<file path="config.mk">
export PLATFORM = sky130hd
export DESIGN_NAME = tri_bus_arbiter
export DESIGN_NICKNAME = d
export VERILOG_FILES = /design/src/rtl/tri_bus_arbiter.sv
export SDC_FILE = /design/constraint.sdc
export NUM_CORES = 1
export LEC_CHECK = 0
export BUFFER_PORTS_ARGS = -buffer_cell sky130_fd_sc_hd__buf_2
export CAP_MARGIN = 20
export CORE_MARGIN = 2
export CORE_UTILIZATION = 50
export CTS_CLUSTER_SIZE = 8
export DETAILED_ROUTE_END_ITERATION = 8
export PLACE_DENSITY_LB_ADDON = 0.2
export RECOVER_POWER = 50
export SLEW_MARGIN = 20
export SYNTH_ARGS = -nofsm -noshare
export SYNTH_HDL_FRONTEND = slang
export SYNTH_SLANG_ARGS = --single-unit
</file>
<file path="constraint.sdc">
create_clock -name clk -period 4.9 [get_ports clk]
set_input_delay 0.49 -clock clk [delete_from_list [all_inputs] [get_ports clk]]
set_output_delay 0.49 -clock clk [all_outputs]
set_load 0.05 [all_outputs]
</file>
<file path="src/rtl/tri_bus_arbiter.sv">
// rtl/tri_bus_arbiter.sv - round-robin owner arbiter for the shared tri-state data bus
//
// Grants the shared bus to one of NUM_REQ drivers at a time, for bursts of up
// to MAX_BURST beats, and optionally inserts a one-cycle all-released
// turnaround between owners so two drivers never overlap on the bus.
//
// Ports:
//   clk       rising-edge clock
//   rst       asynchronous active-high reset
//   req       per-driver level request, held high while the driver has data
//   gnt       registered one-hot grant
//   con       tri-state buffer enables, identical to gnt
//   cap_en    capture-register load enable (a beat: owner still requesting)
//   owner_id  binary index of the current owner, 0 when there is none
//   busy      high while granting or in turnaround
module tri_bus_arbiter #(
  parameter int NUM_REQ    = 2,
  parameter int MAX_BURST  = 4,
  parameter int TURNAROUND = 1,
  parameter int ID_W       = 3
) (
  input  logic                clk,
  input  logic                rst,
  input  logic [NUM_REQ-1:0]  req,
  output logic [NUM_REQ-1:0]  gnt,
  output logic [NUM_REQ-1:0]  con,
  output logic                cap_en,
  output logic [ID_W-1:0]     owner_id,
  output logic                busy
);

  typedef enum logic [1:0] {
    ST_IDLE  = 2'd0,
    ST_GRANT = 2'd1,
    ST_TURN  = 2'd2
  } state_t;

  state_t              state, state_d;
  logic [NUM_REQ-1:0]  gnt_d;
  logic [ID_W-1:0]     owner_d;
  logic [ID_W-1:0]     ptr, ptr_d;
  logic [7:0]          beat_cnt, beat_d;

  logic [2*NUM_REQ-1:0] req_dbl;
  logic [NUM_REQ-1:0]   req_rot;
  logic                 win_valid;
  logic [ID_W-1:0]      win_idx;
  logic [ID_W-1:0]      win_next;
  logic                 own_req;
  logic                 release_now;

  // Rotate req so bit 0 is the requester at ptr; the lowest set bit of the
  // rotated vector is then the round-robin winner.
  assign req_dbl = {req, req} >> ptr;
  assign req_rot = req_dbl[NUM_REQ-1:0];

  always_comb begin
    int sum;
    int nxt;
    win_valid = 1'b0;
    win_idx   = '0;
    win_next  = '0;
    sum       = 0;
    nxt       = 0;
    // Descending scan so the lowest offset is the last (winning) assignment.
    for (int k = NUM_REQ - 1; k >= 0; k--) begin
      if (req_rot[k]) begin
        win_valid = 1'b1;
        sum       = int'(ptr) + k;
        if (sum >= NUM_REQ) sum = sum - NUM_REQ;
        win_idx   = ID_W'(sum);
      end
    end
    nxt = int'(win_idx) + 1;
    if (nxt >= NUM_REQ) nxt = 0;
    win_next = ID_W'(nxt);
  end

  // gnt is zero outside GRANT, so masking req with it gives the owner's request.
  assign own_req     = |(req & gnt);
  assign release_now = !own_req || (beat_cnt == 8'(MAX_BURST - 1));

  // State register, together with the registered grant bookkeeping.
  always_ff @(posedge clk or posedge rst) begin
    if (rst) begin
      state    <= ST_IDLE;
      gnt      <= '0;
      owner_id <= '0;
      ptr      <= '0;
      beat_cnt <= '0;
    end else begin
      state    <= state_d;
      gnt      <= gnt_d;
      owner_id <= owner_d;
      ptr      <= ptr_d;
      beat_cnt <= beat_d;
    end
  end

  // Next-state logic.
  always_comb begin
    state_d = state;
    gnt_d   = gnt;
    owner_d = owner_id;
    ptr_d   = ptr;
    beat_d  = beat_cnt;
    case (state)
      ST_GRANT: begin
        if (own_req) beat_d = beat_cnt + 8'd1;
        if (release_now) begin
          beat_d = '0;
          if (TURNAROUND != 0 || !win_valid) begin
            state_d = (TURNAROUND != 0) ? ST_TURN : ST_IDLE;
            gnt_d   = '0;
            owner_d = '0;
          end else begin
            // Direct handoff: the buffer enables switch on a single edge.
            state_d = ST_GRANT;
            gnt_d   = NUM_REQ'(1) << win_idx;
            owner_d = win_idx;
            ptr_d   = win_next;
          end
        end
      end
      default: begin
        // IDLE and TURN both arbitrate; TURN never lasts past one cycle.
        beat_d = '0;
        if (win_valid) begin
          state_d = ST_GRANT;
          gnt_d   = NUM_REQ'(1) << win_idx;
          owner_d = win_idx;
          ptr_d   = win_next;
        end else begin
          state_d = ST_IDLE;
          gnt_d   = '0;
          owner_d = '0;
        end
      end
    endcase
  end

  // Output logic; cap_en is combinational from req so the capture register
  // loads on the same edge the owner presents its beat.
  always_comb begin
    con    = gnt;
    cap_en = (state == ST_GRANT) && own_req;
    busy   = (state != ST_IDLE);
  end

endmodule
</file>
==> results of run 1 <==
[state kept, by name, summed over array words and instances, names as in the netlist]
| signal | count |
|---|---|
| owner_id | 3 |
| ptr | 3 |
| beat_cnt | 8 |
| con | 2 |
| state | 2 |
[cells in the mapped netlist, drive strengths merged]
cell,instances
dfrtp,18
nor2,12
inv,9
nand2,9
ha,8
nand3,6
o21ai,5
xor2,5
buf,4
a21oi,3
nand2b,3
xnor2,3
and3,2
o211ai,2
or2,2
or4b,2
a2111oi,1
a211o,1
a211oi,1
a21boi,1
a21o,1
a22o,1
a22oi,1
a32o,1
and2,1
clkbuf,1
mux2i,1
nand4,1
nand4b,1
nor3b,1
nor4,1
o31ai,1
o41ai,1
[worst paths after layout]
check,from,to,slack [ns]
max,ptr[0]$_DFFE_PP0P_,ptr[0]$_DFFE_PP0P_,1.89
min,rst,beat_cnt[0]$_DFFE_PP0P_,0.27
max reg2reg,ptr[0]$_DFFE_PP0P_,ptr[0]$_DFFE_PP0P_,1.89
min reg2reg,owner_id[0]$_DFFE_PP0P_,owner_id[0]$_DFFE_PP0P_,0.48
max in group asynchronous,rst,beat_cnt[1]$_DFFE_PP0P_,4.21
min in group clk,owner_id[0]$_DFFE_PP0P_,owner_id[0]$_DFFE_PP0P_,0.48
[cell families (layout without fill, tap and decap cells)]
logic type | Yosys count | in the layout | share of synthesized area
AOI/OAI and AO/OA | 20 | 20 | 0.148
muxes | 1 | 1 | 0.00938
buffers and inverters | 14 | 25 | 0.0586
DFF | 18 | 18 | 0.422
adders and majority gates | 8 | 8 | 0.0938
xor gates and xnor gates | 8 | 8 | 0.0657
and+or+nand+nor | 41 | 41 | 0.203
[report_power, final]
group | switching [mW] | leakage, nW | internal (mW) | total (mW)
Sequential | 0.0249 | 0.243 | 0.175 | 0.200
Combinational | 0.184 | 0.307 | 0.0707 | 0.255
Clock | 0.0449 | 0.0210 | 0.0454 | 0.0903
Total | 0.254 | 0.571 | 0.291 | 0.545
[worst register-to-register path, cell delays in order (launching register included)]
cell and delay [ns]:
dfrtp_1 0.56, inv_1 0.11, ha_1 0.34, nor3b_1 0.27
a21oi_1 0.12, a32o_1 0.33, ha_1 0.28, nor2_1 0.13
or4b_1 0.47, a211o_1 0.26, o211ai_2 0.07
[per-stage QoR]
step	setup slack (ns)	cell area, sq um	instances	utilization	hold slack, ns
after floorplan	2.21	1070	110	-	0.429
after global placement	2.12	1130	144	0.571	0.458
after detailed placement	1.97	1130	144	0.571	0.460
after CTS	1.94	1170	148	0.590	0.286
after global routing	1.66	1160	148	0.586	0.325
final	1.89	1160	148	0.586	0.267
[per-layer routing]
metal,track usage,vias to the layer above,share of wire,routed length [um]
met5,0,-,0,0
met4,0.0509,0,0.0067,13
met3,0.0536,2,0.063,122
met2,0.296,27,0.44,854
met1,0.258,383,0.49,957
li1,-,398,-,-
[layout make-up]
type | count | area (sq um) | share of cell area
Clock buffer | 4 | 36.3 | 0.0313
Inverter | 9 | 33.8 | 0.0291
Multi-Input combinational cell | 78 | 547 | 0.471
Sequential cell | 18 | 450 | 0.388
Tap cell | 27 | 33.8 | 0.0291
Timing Repair Buffer | 12 | 60.1 | 0.0517
==> summary.md, run 1 <==
The run finished with clean final reports. Yosys mapped the design onto 36 distinct sky130hd cell types. The run gives 0.559 as the worst relative slew slack.

In this run, synthesis produced a sequential element count of 18. Worst supply voltage drop on vdd: 287 uV. Share of Yosys cell area claimed by the top area cell type: 0.422. The area enclosed by the die boundary came out at 2520 sq um. The tools report the number of hold-slack violations in the final timing report as 0. The highest fanout seen on the critical path is 10. The height of the chip was 50.2 um; the critical path depth in cells was 10. The worst path buffer plus inverter count works out to 1. The power density relative to cell area is 470 nW/um^2, and the number of nets with antenna violations after routing is 0. After filler insertion, the fill cell instance count of the layout stands at 182. In the final routed layout, each cell accounts on average for 13.2 um.

The HPWL after detailed placement is 1450 um, and the number of vias per cell after detailed routing is 5.47. Data arrives at the worst endpoint at 3.24 ns. The logs give 811 for the via count of the first global-routing pass and 18 for the sink count of the clock tree. The cell repeated most along the worst path is ha_1.

The clock passes through at most 2 buffers. In the routed design, unresolved DRC markers number 0. The largest total area in the synthesized netlist belongs to dfrtp_1.

The detailed router finished its first iteration with 13 violations. Timing would allow up to 332 MHz. Buffers inserted during clock tree synthesis total 3.

The detailed-route wire length was 1950 um; the count of input and output buffers was 12. The die is 50.2 um wide. The effective utilization at floorplan is 0.539, and the number of I/O pins is 13. Compared with the post-synthesis result, the final layout area differs by 8.79%. The clock-pin slew on the worst setup and hold paths came out at 0.10 ns. The fraction of final layout cells sized beyond drive strength 1 works out to 0.182. The routability congestion estimate was 0.908.

The worst clock skew on the final layout is 0.00607 ns. The library cells used most frequently in the layout, excluding fill and tap cells, are 18 x dfrtp_1, 12 x nor2_1, 12 x buf_2. The endpoint required time on the critical path came out at 5.13 ns. The overall track demand over capacity in global routing was 0.190. The pre-antenna-repair detailed-routing pass consisted of 4 iterations. The first global-routing pass estimated 3640 um of wire.

The count of synthesis-stage warnings from yosys is 0, and the final setup violation count is 0. The tools report the clock root buffer as clkbuf_4. The synthesized area per cell was 9.70 sq um.

The number of levels the H-tree was split into was 1. The library cell used most frequently in the layout, excluding fill and tap cells, is dfrtp_1. For the overflow left after global routing, the log shows 0. The synthesized netlist occupies a cell area of 1070 sq um. The worst setup path is launched from a flip-flop. The count of vias placed by the detailed router is 810. Counting every net in the synthesized netlist gives 122.

Adding up every negative setup slack in the final design gives 0 ns. At the end of the flow, the number of nets in the layout was 134. Final period demand of the worst path: 3.01 ns. Critical path start-end classification: flip-flop to flip-flop. The floorplan core area was 1980 sq um. The repair_antennas step left the layout with diodes totalling 0. Total power for the finished layout comes to 0.545 mW.

The run gives 0.422 as the part of the Yosys area used for sequential elements. Sorting the synthesized cells by area gives the leading types as dfrtp_1 42%, ha_1 9.4%, nor2_1 4.2%, xor2_1 4.1%, inv_1 3.2%. In this design, the largest share of critical-path delay is due to simple AND/OR/NAND/NOR gates.

The worst hold-check path type was input port to asynchronous set/reset pin. Setup repair after global routing left no endpoint under its margin. Entering global routing, the biggest net connects 19 pins.

After clock tree synthesis, the flow added hold-fix buffers numbering 0. The cell count after synthesis is 110. The category of the worst setup path capture point was a flip-flop.

Post-CTS repair changed the size of 0 cells. The initial antenna violation count is 0. The total of max-cap violations is 0, and the worst-margin pin slew is 0.660 ns. The critical path goes through inv_1 -> ha_1 -> nor3b_1 -> a21oi_1 -> a32o_1 -> ha_1 -> nor2_1 -> or4b_1 -> a211o_1 -> o211ai_2.

TritonCTS built the clock tree. The delay of the slowest cell on the worst path is 0.56 ns. Clock latency on the worst-skew pair, taken at its later pin, is 0.30 ns. The number of max-slew violations in the final report came out at 0. In this run the static leakage power is 0.571 nW.

The cell depth of the worst flop-to-flop path is 10, and the number of placement rows is 16. The final clock period utilization by the worst path is 0.614. The cell with the largest stage delay on the worst path is dfrtp_1.

In this run the post-CTS setup repair buffer count came out at 0.
Note: power is estimated with default switching activity, not from simulation.
==> run 2: changes to the inputs <==
==> constraint.sdc (replaced) <==
create_clock -name clk -period 2.5 [get_ports clk]
set_input_delay 0.25 -clock clk [delete_from_list [all_inputs] [get_ports clk]]
set_output_delay 0.25 -clock clk [all_outputs]
set_load 0.05 [all_outputs]
==> run 2 against run 1 <==
Effect of this change: global-route usage rose by 3.2 points; die area did not move; clock-buffer cell count did not move.
==> summary.md, run 2 (synthesized netlist as in run 1, its figures left out) <==
The run gives 1120 um as the routed metal-1 wirelength. The routability congestion estimate came out at 0.967. The worst register-to-register path has a setup slack of 0.02 ns. 13 I/O pins were placed.

The floorplan has 16 rows. After clock tree synthesis, the clock-pin slew on the worst setup and hold paths is 0.11 ns. After floorplanning, the core was sized to cover 1980 sq um. The signal on the critical path passes through ha_4 -> nor3b_4 -> a21oi_1 -> a32o_2 -> buf_6 -> inv_4 -> ha_4 -> nor2_4 -> or4b_4 -> a211o_1 -> o211ai_2. In this run, the number of DRC markers left after iteration 0 of detailed routing was 27. Via count of the first global-routing pass: 924. The tools report the number of hold-slack violations in the final timing report as 0. The first-pass GRT wire length was 4260 um. The most numerous cell type found on the critical path is ha_4.

The delay of the slowest cell on the worst path is 0.49 ns, and the final setup violation count is 0. In the final layout, the registers with the most flip-flops are beat_cnt (8), owner_id (3), ptr (3). The number of levels the H-tree was split into was 1; the average routed wire per standard cell was 15.1 um.

The highest routed metal layer was met4. The effective utilization at floorplan is 0.539, and the total of max-cap violations is 0. The final clock period utilization by the worst path was 0.992. The run gives 2 as the maximum root-to-sink buffer count. TritonCTS built the clock tree. For the total negative setup slack, the log shows 0 ns. By startpoint and endpoint, the worst setup path is classified as flip-flop to flip-flop. The number of hold buffers added after cts came out at 0. Worst hold-check path type: input port to asynchronous set/reset pin.

Entering global routing, the biggest net connects 19 pins. The category of the worst setup path capture point is a flip-flop. The routed layout has 932 vias. The arrival time at the worst endpoint is 2.69 ns. The area added between synthesis and finish was 34.0%; the height of the chip was 50.2 um. The tools report the overall track demand over capacity in global routing as 0.221. The run finished with clean final reports. The fraction of final layout cells sized beyond drive strength 1 came out at 0.415. Static timing analysis puts the maximum clock frequency at 403 MHz.

The run gives 1700 um as the HPWL after detailed placement. The highest fanout seen on the critical path is 5, and the number of max-slew violations in the final report is 0. Setup repair after global routing could not meet its margin everywhere.

After routing the design area is 1430 sq um. The detailed-route wire length is 2550 um, and the worst-margin pin slew is 0.683 ns. The area enclosed by the die boundary was 2520 sq um. For this run, design rule violations remaining after detail routing come to 0. The final core area utilization is 0.722, and the wire length on met2 is 1270 um. The worst supply voltage drop on vdd is 675 uV. The final period demand of the worst path is 2.48 ns.

In this run the critical register-to-register path is launched from ptr[1]$_DFFE_PP0P_. Top register by number of flip-flops: beat_cnt. The library cell used most frequently in the layout, excluding fill and tap cells, is buf_4. The count of input and output buffers is 12, and the width of the die is 50.2 um. For the worst setup path, the data required time is 2.72 ns. The clock root buffer was clkbuf_4.

CTS saw 18 sinks. Buffers inserted during clock tree synthesis total 3. The number of nets with antenna violations after routing is 0. For the initial antenna violation count, the log shows 0. The clock insertion delay at the later pin of the skew report is 0.29 ns. The register with the most flip-flops in the layout has 8 of them. The cell depth of the worst flop-to-flop path was 11; the detailed-router iteration count before antenna repair was 4. The number of vias per cell after detailed routing is 5.51, and the worst clock skew on the final layout is 0.00548 ns. The worst register-to-register path ends at ptr[0]$_DFFE_PP0P_.

The worst relative slew slack is 0.544, and the count of nets after finishing is 155. Power density relative to cell area: 911 nW/um^2. The number of antenna diodes in the final layout is 0. In the layout the commonest cells are 19 x buf_4, 16 x dfrtp_1, 11 x nor2_1, 11 x buf_2, 9 x nand2_1.

The cell with the largest stage delay on the worst path is dfrtp_2. The worst setup path is launched from a flip-flop. Detailed routing placed a total of 99 um of wire on met3. The power consumption is 1.30 mW, and the overflow left after global routing is 0. For this design the static power due to leakage is 0.689 nW. The post-placement cell area came out at 1220 sq um.
## run 2: layout make-up
class                      instances  area, sq um
timing repair buffer              33          224
inverter                           9         38.8
fill                             142          552
multi-input combinational         78          644
sequential                        18          453
clock buffer                       4         36.3
tap                               27         33.8
## run 2: worst max-delay path by stage
stage / slack (ns) / depth (start not counted) / from / to
floorplan: -0.006 / 11 / ptr[0]$_DFFE_PP0P_ / ptr[0]$_DFFE_PP0P_
global placement: -0.007 / 10 / ptr[1]$_DFFE_PP0P_ / ptr[0]$_DFFE_PP0P_
detailed placement: -0.1 / 10 / ptr[1]$_DFFE_PP0P_ / ptr[0]$_DFFE_PP0P_
CTS: -0.02 / 10 / ptr[0]$_DFFE_PP0P_ / ptr[0]$_DFFE_PP0P_
global route: -0.10 / 11 / ptr[0]$_DFFE_PP0P_ / ptr[0]$_DFFE_PP0P_
finish: 0.02 / 11 / ptr[1]$_DFFE_PP0P_ / ptr[0]$_DFFE_PP0P_
## run 2: worst max-delay path, delay by kind of cell (launching register included)
| family | cells | cell delay [ns] |
|---|---|---|
| simple gates | 3 | 0.68 |
| compound gates | 4 | 0.67 |
| flops | 1 | 0.49 |
| fa+ha+maj | 2 | 0.41 |
| buf+inv | 2 | 0.15 |
## run 2: where the power goes
group	internal (mW)	switching [mW]	leakage (nW)
clock	0.0886	0.0924	0.0210
sequential	0.343	0.0433	0.240
combinational	0.292	0.444	0.428
## run 2: through the flow
step | cells | hold WS, ns | setup slack (ns)
floorplan | 110 | 0.189 | -0.00623
global placement | 153 | 0.379 | -0.00660
detailed placement | 153 | 0.400 | -0.0973
CTS | 166 | 0.0682 | -0.0160
global route | 169 | 0.104 | -0.101
finish | 169 | 0.0438 | 0.0211
## run 2: layer usage
layer	up-vias	global-route usage
met1	458	0.286
li1	444	-
met2	24	0.382
met4	0	0.0556
met5	-	0
met3	6	0.0387
## run 2: timing repair
action,in CTS,in global routing
pin swaps,7,6
setup endpoints to repair,1,1
gates resized for setup,16,7
buffers inserted,9,3
==> run 3: changes to the inputs <==
==> constraint.sdc (replaced) <==
create_clock -name clk -period 3.2 [get_ports clk]
set_input_delay 0.32 -clock clk [delete_from_list [all_inputs] [get_ports clk]]
set_output_delay 0.32 -clock clk [all_outputs]
set_load 0.05 [all_outputs]
==> run 3 against run 2 <==
Effect of this change: via count is 13% lower; wire length is 23% lower; die area stayed put; core utilization is 14 points lower; first-iteration DRC count is 52% lower; total power is 36% lower; global-route usage is 3.2 points lower; fmax is 15% lower; critical path depth is 1 lower; sequential power is 20% lower.
==> summary.md, run 3 (synthesized netlist as in run 1, its figures left out) <==
Width of the die: 50.2 um. TritonCTS built the clock tree. The number of levels the H-tree was split into was 1. No sink is reached through more buffers than the 2 on the longest clock path. The worst hold-check path type was input port to asynchronous set/reset pin.

In this run the power density over the cells is 719 nW/um^2. The first global-routing pass estimated 3640 um of wire. For the routability congestion estimate, the log shows 0.908.

The via count of the first global-routing pass came out at 811. The finished layout holds 148 standard cells, fillers aside. Effective utilization at floorplan: 0.539. The clock drives 18 sinks. The remaining design rule violation count was 0. The count of input and output buffers was 12; the power consumption was 0.836 mW.

Setup repair after global routing left no endpoint under its margin. Once placement completed, the tool counted placed cells totaling 144. The tools report the total of max-cap violations as 0.

Setup violations remaining at the end of the flow were counted as 0. The run gives 1450 um as the HPWL after detailed placement. The number of hold-slack violations in the final timing report is 0, and the worst-margin pin slew is 0.660 ns. Dividing the detail-routed wire length by the instance count gives 13.2 um. The detailed router placed 810 vias in this run. The upper clock frequency limit came out at 344 MHz. The fraction of final layout cells sized beyond drive strength 1 was 0.190; the routed length on met3 was 122 um.

The logs give 0.190 for the overall track demand over capacity in global routing and 0.559 for the worst relative slew slack. The flow ran to the end, and the final reports show no timing, DRC or antenna violations. The register with the most flip-flops in the layout has 8 of them.

The final clock period utilization by the worst path came out at 0.907. The area enclosed by the die boundary was 2520 sq um. Highest fanout seen on the critical path: 10. Highest routed metal layer: met4. Data arrives at the worst endpoint at 3.13 ns. For the worst clock skew on the final layout, the log shows 0.00607 ns. The critical path goes through inv_1 -> ha_1 -> nor3b_1 -> a21oi_1 -> a32o_1 -> ha_1 -> nor2_1 -> or4b_1 -> a211o_1 -> o211ai_2. The cell with the largest stage delay on the worst path is dfrtp_2. For this block, the routed nets add up to 1950 um of wire. The run gives 0 as the initial antenna violation count.

The wire length on met2 was 854 um; the routed metal-1 wirelength was 957 um. The repair_antennas step left the layout with diodes totalling 0. STA classifies the critical path endpoint as a flip-flop. The area growth from synthesis to layout is 8.91%. For the worst setup path, the data required time is 3.43 ns.

The detail route stage leaves a number of antenna-violating nets equal to 0. The overflow left after global routing is 0. The cell repeated most along the worst path is ha_1. The worst setup path is launched from a flip-flop. The number of vias per cell after detailed routing is 5.47, and the clock insertion delay at the later pin of the skew report is 0.30 ns. The analysis attributes to cell leakage a power of 0.570 nW.

The detailed-router iteration count before antenna repair was 4. The cell family contributing the most delay on the critical path was simple AND/OR/NAND/NOR gates. The worst supply voltage drop on vdd was 460 uV. Pin placement for this block handled 13 I/O pins.

For this block, the initial DRC count from the detailed router was 13. The library cell used most frequently in the layout, excluding fill and tap cells, is dfrtp_1. For the final routed database, the setup TNS stands at 0 ns.

The critical path is of the flip-flop to flip-flop type. The height of the chip is 50.2 um. The floorplan core area was 1980 sq um; the number of placement rows was 16.

The pin count of the biggest net entering global routing was 19. In this design, the stage delay of the slowest critical-path cell is 0.49 ns. The number of clock buffers added by TritonCTS is 3. The worst path buffer plus inverter count was 1. The clock root buffer was clkbuf_4. In the final design database the tool counted 134 nets. The largest registers in the layout are beat_cnt (8), owner_id (3), ptr (3).

Leaving out fill and tap cells, the most frequent cells in the layout are 17 x dfrtp_1, 12 x nor2_1, 12 x buf_2. The final period demand of the worst path is 2.90 ns. The tools report the number of max-slew violations in the final report as 0. beat_cnt holds more flip-flops than any other register. The clock-pin slew on the worst setup and hold paths was 0.10 ns.
==> run 3: cell types whose count changed in the layout (fill, tap and decap cells not counted), sizes merged <==
cell    previous run  this run
buf               32        12
clkbuf             5         4
==> run 3: worst paths after layout <==
| kind | slack, ns | endpoint | cells past startpoint | startpoint |
|---|---|---|---|---|
| setup / recovery | 0.30 | ptr[0]$_DFFE_PP0P_ | 10 | ptr[0]$_DFFE_PP0P_ |
| hold / removal | 0.1 | beat_cnt[0]$_DFFE_PP0P_ | 2 | rst |
| setup reg to reg | 0.30 | ptr[0]$_DFFE_PP0P_ | 10 | ptr[0]$_DFFE_PP0P_ |
| hold reg to reg | 0.48 | owner_id[0]$_DFFE_PP0P_ | 2 | owner_id[0]$_DFFE_PP0P_ |
| max in group asynchronous | 2.65 | ptr[0]$_DFFE_PP0P_ | 2 | rst |
| min in group clk | 0.33 | con[0]$_DFFE_PP0P_ | 3 | req[0] |
==> run 3: where the power goes <==
group,switching (mW),internal (mW)
clock,0.0688,0.0695
sequential,0.0382,0.269
combinational,0.282,0.108
==> run 3: layout make-up <==
cell class,count,area (sq um)
fillers,181,820
multi-input cells,78,547
flip-flops and latches,18,452
repair buffers,12,60.1
clock buffers,4,36.3
inverters,9,33.8
well taps,27,33.8
==> run 3: per-stage QoR <==
| stage | cell area, sq um | util | hold slack [ns] | setup slack [ns] |
|---|---|---|---|---|
| 6_report | 1160 | 0.586 | 0.0971 | 0.297 |
| 5_1_grt | 1160 | 0.586 | 0.155 | 0.0925 |
| 4_1_cts | 1170 | 0.590 | 0.116 | 0.237 |
| 3_5_place_dp | 1130 | 0.571 | 0.452 | 0.273 |
| 3_3_place_gp | 1130 | 0.571 | 0.448 | 0.416 |
| 2_1_floorplan | 1070 | - | 0.259 | 0.512 |
==> run 3: timing repair <==
action	4_1_cts	5_1_grt
resized for setup	0	1
hold endpoints to repair	0	0
endpoints found under the setup margin	0	1
hold buffers	0	0
setup buffers	0	0
==> run 3: routing by layer <==
| metal | track usage | vias up |
|---|---|---|
| met4 | 0.0509 | 0 |
| met2 | 0.296 | 27 |
| li1 | - | 398 |
| met5 | 0 | - |
| met1 | 0.258 | 383 |
| met3 | 0.0536 | 2 |
